==> src/rtl/uart_initiator.sv <==
// UART initiator: sends one command byte, then waits for and receives one response byte.
// Optional echo compare is enabled by defining UART_INITIATOR_ECHO_CHECK_EN.
module uart_initiator #(
  parameter int TIMEOUT_BITS = 40
) (
  input  logic       clk,
  input  logic       rst,
  input  logic       tick_x8,
  input  logic [7:0] cmd_data,
  input  logic       cmd_valid,
  output logic       cmd_ready,
  output logic       RsTx,
  input  logic       RsRx,
  output logic [7:0] rsp_data,
  output logic       rsp_valid,
  output logic       timeout,
  output logic       frame_err,
  output logic       mismatch,
  output logic [1:0] state
);
  // state    | meaning
  // ST_IDLE  | ready for a command, RsTx idle high
  // ST_SEND  | shifting the command frame out on RsTx
  // ST_WAIT  | counting ticks until a response start bit or timeout
  // ST_RECV  | sampling the response frame mid-bit
  typedef enum logic [1:0] {ST_IDLE = 2'd0, ST_SEND = 2'd1, ST_WAIT = 2'd2, ST_RECV = 2'd3} state_e;

  localparam int TO_LIMIT = TIMEOUT_BITS * 8;
  localparam int TO_W     = $clog2(TO_LIMIT + 1);

  state_e          state_q, state_d;
  logic [2:0]      tick_cnt_q, tick_cnt_d;
  logic [3:0]      bit_cnt_q, bit_cnt_d;
  logic [TO_W-1:0] to_cnt_q, to_cnt_d, to_cnt_inc;
  logic [7:0]      tx_byte_q, tx_byte_d;
  logic [7:0]      rx_sh_q, rx_sh_d;
  logic [7:0]      rsp_data_q, rsp_data_d;
  logic            tx_q, tx_d;
  logic            sync1_q, sync2_q;
  logic            rsp_valid_q, rsp_valid_d;
  logic            timeout_q, timeout_d;
  logic            frame_err_q, frame_err_d;
  logic            ev_done, ev_timeout, ev_ferr;
  logic [9:0]      tx_frame;

  always_ff @(posedge clk) begin
    if (rst) begin
      state_q     <= ST_IDLE;
      tick_cnt_q  <= '0;
      bit_cnt_q   <= '0;
      to_cnt_q    <= '0;
      tx_byte_q   <= '0;
      rx_sh_q     <= '0;
      rsp_data_q  <= '0;
      tx_q        <= 1'b1;
      sync1_q     <= 1'b1;
      sync2_q     <= 1'b1;
      rsp_valid_q <= 1'b0;
      timeout_q   <= 1'b0;
      frame_err_q <= 1'b0;
    end else begin
      state_q     <= state_d;
      tick_cnt_q  <= tick_cnt_d;
      bit_cnt_q   <= bit_cnt_d;
      to_cnt_q    <= to_cnt_d;
      tx_byte_q   <= tx_byte_d;
      rx_sh_q     <= rx_sh_d;
      rsp_data_q  <= rsp_data_d;
      tx_q        <= tx_d;
      sync1_q     <= RsRx;
      sync2_q     <= sync1_q;
      rsp_valid_q <= rsp_valid_d;
      timeout_q   <= timeout_d;
      frame_err_q <= frame_err_d;
    end
  end

  assign to_cnt_inc = to_cnt_q + TO_W'(1);

  always_comb begin
    state_d    = state_q;
    tick_cnt_d = tick_cnt_q;
    bit_cnt_d  = bit_cnt_q;
    to_cnt_d   = to_cnt_q;
    tx_byte_d  = tx_byte_q;
    rx_sh_d    = rx_sh_q;
    rsp_data_d = rsp_data_q;
    ev_done    = 1'b0;
    ev_timeout = 1'b0;
    ev_ferr    = 1'b0;
    unique case (state_q)
      ST_IDLE: begin
        if (cmd_valid) begin
          state_d    = ST_SEND;
          tx_byte_d  = cmd_data;
          tick_cnt_d = 3'd7;
          bit_cnt_d  = 4'd0;
        end
      end
      ST_SEND: begin
        if (tick_x8) begin
          if (tick_cnt_q != 3'd0) begin
            tick_cnt_d = tick_cnt_q - 3'd1;
          end else begin
            tick_cnt_d = 3'd7;
            if (bit_cnt_q == 4'd9) begin
              state_d  = ST_WAIT;
              to_cnt_d = '0;
            end else begin
              bit_cnt_d = bit_cnt_q + 4'd1;
            end
          end
        end
      end
      ST_WAIT: begin
        // a start bit on the same tick as expiry wins over the timeout
        if (tick_x8) begin
          if (!sync2_q) begin
            state_d    = ST_RECV;
            tick_cnt_d = 3'd3;
            bit_cnt_d  = 4'd0;
          end else if (to_cnt_inc == TO_W'(TO_LIMIT)) begin
            state_d    = ST_IDLE;
            to_cnt_d   = '0;
            ev_timeout = 1'b1;
          end else begin
            to_cnt_d = to_cnt_inc;
          end
        end
      end
      ST_RECV: begin
        if (tick_x8) begin
          if (tick_cnt_q != 3'd0) begin
            tick_cnt_d = tick_cnt_q - 3'd1;
          end else begin
            tick_cnt_d = 3'd7;
            if (bit_cnt_q == 4'd0) begin
              // start bit gone high mid-bit: treat as a glitch, keep timeout progress
              if (sync2_q) state_d = ST_WAIT;
              else         bit_cnt_d = 4'd1;
            end else if (bit_cnt_q == 4'd9) begin
              state_d = ST_IDLE;
              if (sync2_q) begin
                rsp_data_d = rx_sh_q;
                ev_done    = 1'b1;
              end else begin
                ev_ferr = 1'b1;
              end
            end else begin
              rx_sh_d   = {sync2_q, rx_sh_q[7:1]};
              bit_cnt_d = bit_cnt_q + 4'd1;
            end
          end
        end
      end
      default: state_d = ST_IDLE;
    endcase
  end

  assign tx_frame = {1'b1, tx_byte_d, 1'b0};

  always_comb begin
    rsp_valid_d = ev_done;
    timeout_d   = ev_timeout;
    frame_err_d = ev_ferr;
    tx_d        = 1'b1;
    if (state_d == ST_SEND) tx_d = tx_frame[bit_cnt_d];
  end

`ifdef UART_INITIATOR_ECHO_CHECK_EN
  logic mismatch_q;
  always_ff @(posedge clk) begin
    if (rst) mismatch_q <= 1'b0;
    else     mismatch_q <= ev_done && (rx_sh_q != tx_byte_q);
  end
  assign mismatch = mismatch_q;
`else
  assign mismatch = 1'b0;
`endif

  assign cmd_ready = (state_q == ST_IDLE);
  assign RsTx      = tx_q;
  assign rsp_data  = rsp_data_q;
  assign rsp_valid = rsp_valid_q;
  assign timeout   = timeout_q;
  assign frame_err = frame_err_q;
  assign state     = state_q;
endmodule

==> config.mk <==
export PLATFORM = sky130hd
export DESIGN_NAME = uart_initiator
export DESIGN_NICKNAME = d
export VERILOG_FILES = /design/src/rtl/uart_initiator.sv
export SDC_FILE = /design/constraint.sdc
export NUM_CORES = 1
export LEC_CHECK = 0
export ABC_AREA = 1
export BUFFER_PORTS_ARGS = -buffer_cell sky130_fd_sc_hd__buf_2
export CORE_ASPECT_RATIO = 0.75
export CORE_UTILIZATION = 58
export DETAILED_ROUTE_END_ITERATION = 8
export MAX_ROUTING_LAYER = met4
export PLACE_DENSITY_LB_ADDON = 0.12
export REMOVE_ABC_BUFFERS = 1
export SLEW_MARGIN = 5
export SYNTH_ARGS = -nofsm -noshare
export SYNTH_HDL_FRONTEND = slang
export SYNTH_SLANG_ARGS = --single-unit
==> constraint.sdc <==
create_clock -name clk -period 2.3 [get_ports clk]
set_clock_uncertainty 0.1 [all_clocks]
set_input_delay 0.575 -clock clk [delete_from_list [all_inputs] [get_ports clk]]
set_output_delay 0.575 -clock clk [all_outputs]
set_load 0.02 [all_outputs]
==> qor.csv <==
metric;value;unit
grt_max_degree;27;
post-cts-setup-buffer-count;0;
wl_per_cell;12.3;um
drt_iter0_drc;206;
grt_pass1_vias;2163;
critPathLaunchType;flip-flop;
cp-end-kind;flip-flop;
critPathKind;reg2reg;
synth_edf_count;0;
cp.depth;14;
layout-drive-gt1-share;0.172;
final_antenna_net_count;0;
cts_made_buffers;5;
gp_congestion;0.975;
gr-total-overflow;0;
arrival;2.13;ns
yosys.cell_types.count;37;
required;2.39;ns
path_cells;inv_1 -> ha_1 -> nand2_1 -> nor2_1 -> nand2_1 -> o21ai_0 -> nand2_1 -> nand3_2 -> inv_1 -> nand2_1 -> nand2_1 -> nand2_1 -> nand2_1 -> nand3_1;
synthArstFlopShare;0;
status;completed;
layout_min_cycle_time;2.04;ns
synth_ff_type;dfxtp_1;
finalCritPeriodShare;0.889;
clockRootBuffer;clkbuf_8;
setup_violations;0;
area_growth_syn_to_layout;12.0;%
cellPowerDensity;579;nW/um2
synth_cells;362;
drc_errors;0;
fin_setup_tns;0;ns
final_hold_viol_count;0;
drv_slew;0;
path_clk_slew;0.09;ns
ff2ff_setup_slack;0.26;ns
grt_antenna_before_repair;0;
clkSinkCount;48;
cts_tree;built;
timing.rr.end;RsTx$_SDFF_PP1_;
viasPerCell;5.23;
cts_resized;0;
dieWidth;77.6;um
synth_area_per_cell;6.86;um2
fmax;489;MHz
hold_path_class;reg2reg;
p_leak;1.39;nW
worstSetupEndpoint;RsTx$_SDFF_PP1_;
nets;414;
ir_worst_vdd;456;uV
via_count;2354;
ys_seq_area_frac;0.387;
ys_ff_latch;48;
die-area;4550;um2
die_h;58.7;um
critPathTopFamily;simple AND/OR/NAND/NOR gates;
slowest_delay;0.45;ns
grt_pass1_wl;9590;um
dp_hpwl;4180;um
clock_path_buffers;2;
hold_buffers;0;
grt_util_all_layers;0.280;
ys.warnings.count;0;
num_antenna_cells;0;
totalPowerFinal;1.61;mW
clock_latency;0.30;ns
fill_cells;377;
cpMostUsedCell;nand2_1;
worst_r2r_path_depth;14;
cp_max_fo;6;
crit_start;bit_cnt_q[0]$_SDFF_PP0_;
grt_setup_unrepaired;false;
wirelength;5510;um
initial_core_util;0.609;
slowest_stage;dfxtp_1;
num_io_pins;29;
syn-cell-area;2480;um2
coreArea;4080;um2
rows;20;
htree_levels;2;
drt_pass1_iterations;4;
worst-path-buf-inv;2;
drv_cap;0;
r2r-start;bit_cnt_q[0]$_SDFF_PP0_;
io_buffers;27;
how the worst min path moves through the flow:
stage / start / to / cells after the start
2_1_floorplan: sync1_q$_SDFF_PP1_ / sync2_q$_SDFF_PP1_ / 1
5_1_grt: sync1_q$_SDFF_PP1_ / sync2_q$_SDFF_PP1_ / 1
6_report: sync1_q$_SDFF_PP1_ / sync2_q$_SDFF_PP1_ / 1
4_1_cts: sync1_q$_SDFF_PP1_ / sync2_q$_SDFF_PP1_ / 1
3_3_place_gp: sync1_q$_SDFF_PP1_ / sync2_q$_SDFF_PP1_ / 1
3_5_place_dp: sync1_q$_SDFF_PP1_ / sync2_q$_SDFF_PP1_ / 1
power by group:
part           internal (mW)  switching [mW]  total (mW)
logic                 0.0772           0.141       0.218
clock network          0.240           0.284       0.524
registers              0.855          0.0158       0.870
total                   1.17           0.440        1.61
sequential cells by signal, summed over array words and instances (netlist names):
register    count
rsp_valid       1
rx_sh_q         8
to_cnt_q        9
rsp_data        8
RsTx            1
sync1_q         1
tick_cnt_q      3
bit_cnt_q       4
tx_byte_q       8
sync2_q         1
frame_err       1
timeout         1
state           2
area by class of cell:
cell class	count	area, um2	share of cell area
Clock inverter	1	8.76	0.00315
Multi-Input combinational cell	260	1300	0.468
Clock buffer	6	82.6	0.0297
Sequential cell	48	961	0.345
Inverter	46	173	0.0621
Tap cell	55	68.8	0.0247
Timing Repair Buffer	34	188	0.0674
routing by layer:
metal | track usage | vias up | routed length, um
met2 | 0.403 | 69 | 2280
li1 | - | 1224 | -
met5 | - | - | 0
met1 | 0.386 | 1055 | 2850
met3 | 0.0682 | 6 | 333
met4 | 0.0889 | 0 | 53
synthesized netlist by cell type (2+ instances only):
| library cell | count | area share |
|---|---|---|
| inv_2 | 9 | 0.014 |
| o21bai_1 | 2 | 0.0060 |
| o211ai_1 | 2 | 0.0060 |
| a31oi_1 | 2 | 0.0050 |
| o21a_1 | 2 | 0.0060 |
| xor2_1 | 2 | 0.0071 |
| clkbuf_1 | 5 | 0.0076 |
| dfxtp_1 | 48 | 0.39 |
| inv_1 | 36 | 0.054 |
| nand3_1 | 21 | 0.042 |
| mux2i_1 | 2 | 0.0081 |
| nand2_1 | 82 | 0.12 |
| nor4_1 | 2 | 0.0050 |
| ha_1 | 6 | 0.030 |
| a21oi_2 | 2 | 0.0071 |
| or2_2 | 5 | 0.013 |
| a2bb2oi_1 | 2 | 0.0071 |
| a21oi_1 | 15 | 0.030 |
| nor2_4 | 3 | 0.014 |
| buf_6 | 2 | 0.0091 |
| o31ai_1 | 2 | 0.0060 |
| nor2_1 | 62 | 0.094 |
| nand4_1 | 8 | 0.020 |
| o21ai_0 | 24 | 0.048 |
| nand2_2 | 4 | 0.010 |
kinds of logic (layout without fill, tap and decap cells):
logic type,after synthesis,count (layout),synth area share
buf+inv,54,87,0.0892
compound gates,56,56,0.130
flops,48,48,0.387
other cells,1,1,0.00151
simple gates,192,192,0.343
fa+ha+maj,6,6,0.0302
xor+xnor,3,3,0.0106
mux,2,2,0.00806
cells in the final DEF (no fill, tap or decap), types with 2 or more instances in the layout:
cell type / synthesis / layout
a21oi_1: 15 / 15
a21oi_2: 2 / 2
a2bb2oi_1: 2 / 2
a31oi_1: 2 / 2
buf_2: 0 / 27
buf_4: 1 / 7
clkbuf_8: 0 / 6
dfxtp_1: 48 / 48
ha_1: 6 / 6
inv_1: 36 / 36
inv_2: 9 / 9
mux2i_1: 2 / 2
nand2_1: 82 / 82
nand2_2: 4 / 4
nand3_1: 21 / 21
nand4_1: 8 / 8
nor2_1: 62 / 62
nor2_4: 3 / 3
nor4_1: 2 / 2
o211ai_1: 2 / 2
o21a_1: 2 / 2
o21ai_0: 24 / 24
o21bai_1: 2 / 2
o31ai_1: 2 / 2
or2_2: 5 / 5
xor2_1: 2 / 2
metrics by stage:
| stage | util | std cells | cell area, um2 | setup slack, ns | hold slack (ns) |
|---|---|---|---|---|---|
| 2_1_floorplan | - | 354 | 2430 | 0.128 | 0.289 |
| 3_3_place_gp | 0.660 | 443 | 2690 | 0.211 | 0.304 |
| 3_5_place_dp | 0.660 | 443 | 2690 | 0.222 | 0.302 |
| 4_1_cts | 0.682 | 450 | 2780 | 0.321 | 0.328 |
| 5_1_grt | 0.682 | 450 | 2780 | 0.0850 | 0.342 |
| 6_report | 0.682 | 450 | 2780 | 0.256 | 0.320 |
No activity file was read; power rests on OpenSTA's default activity.
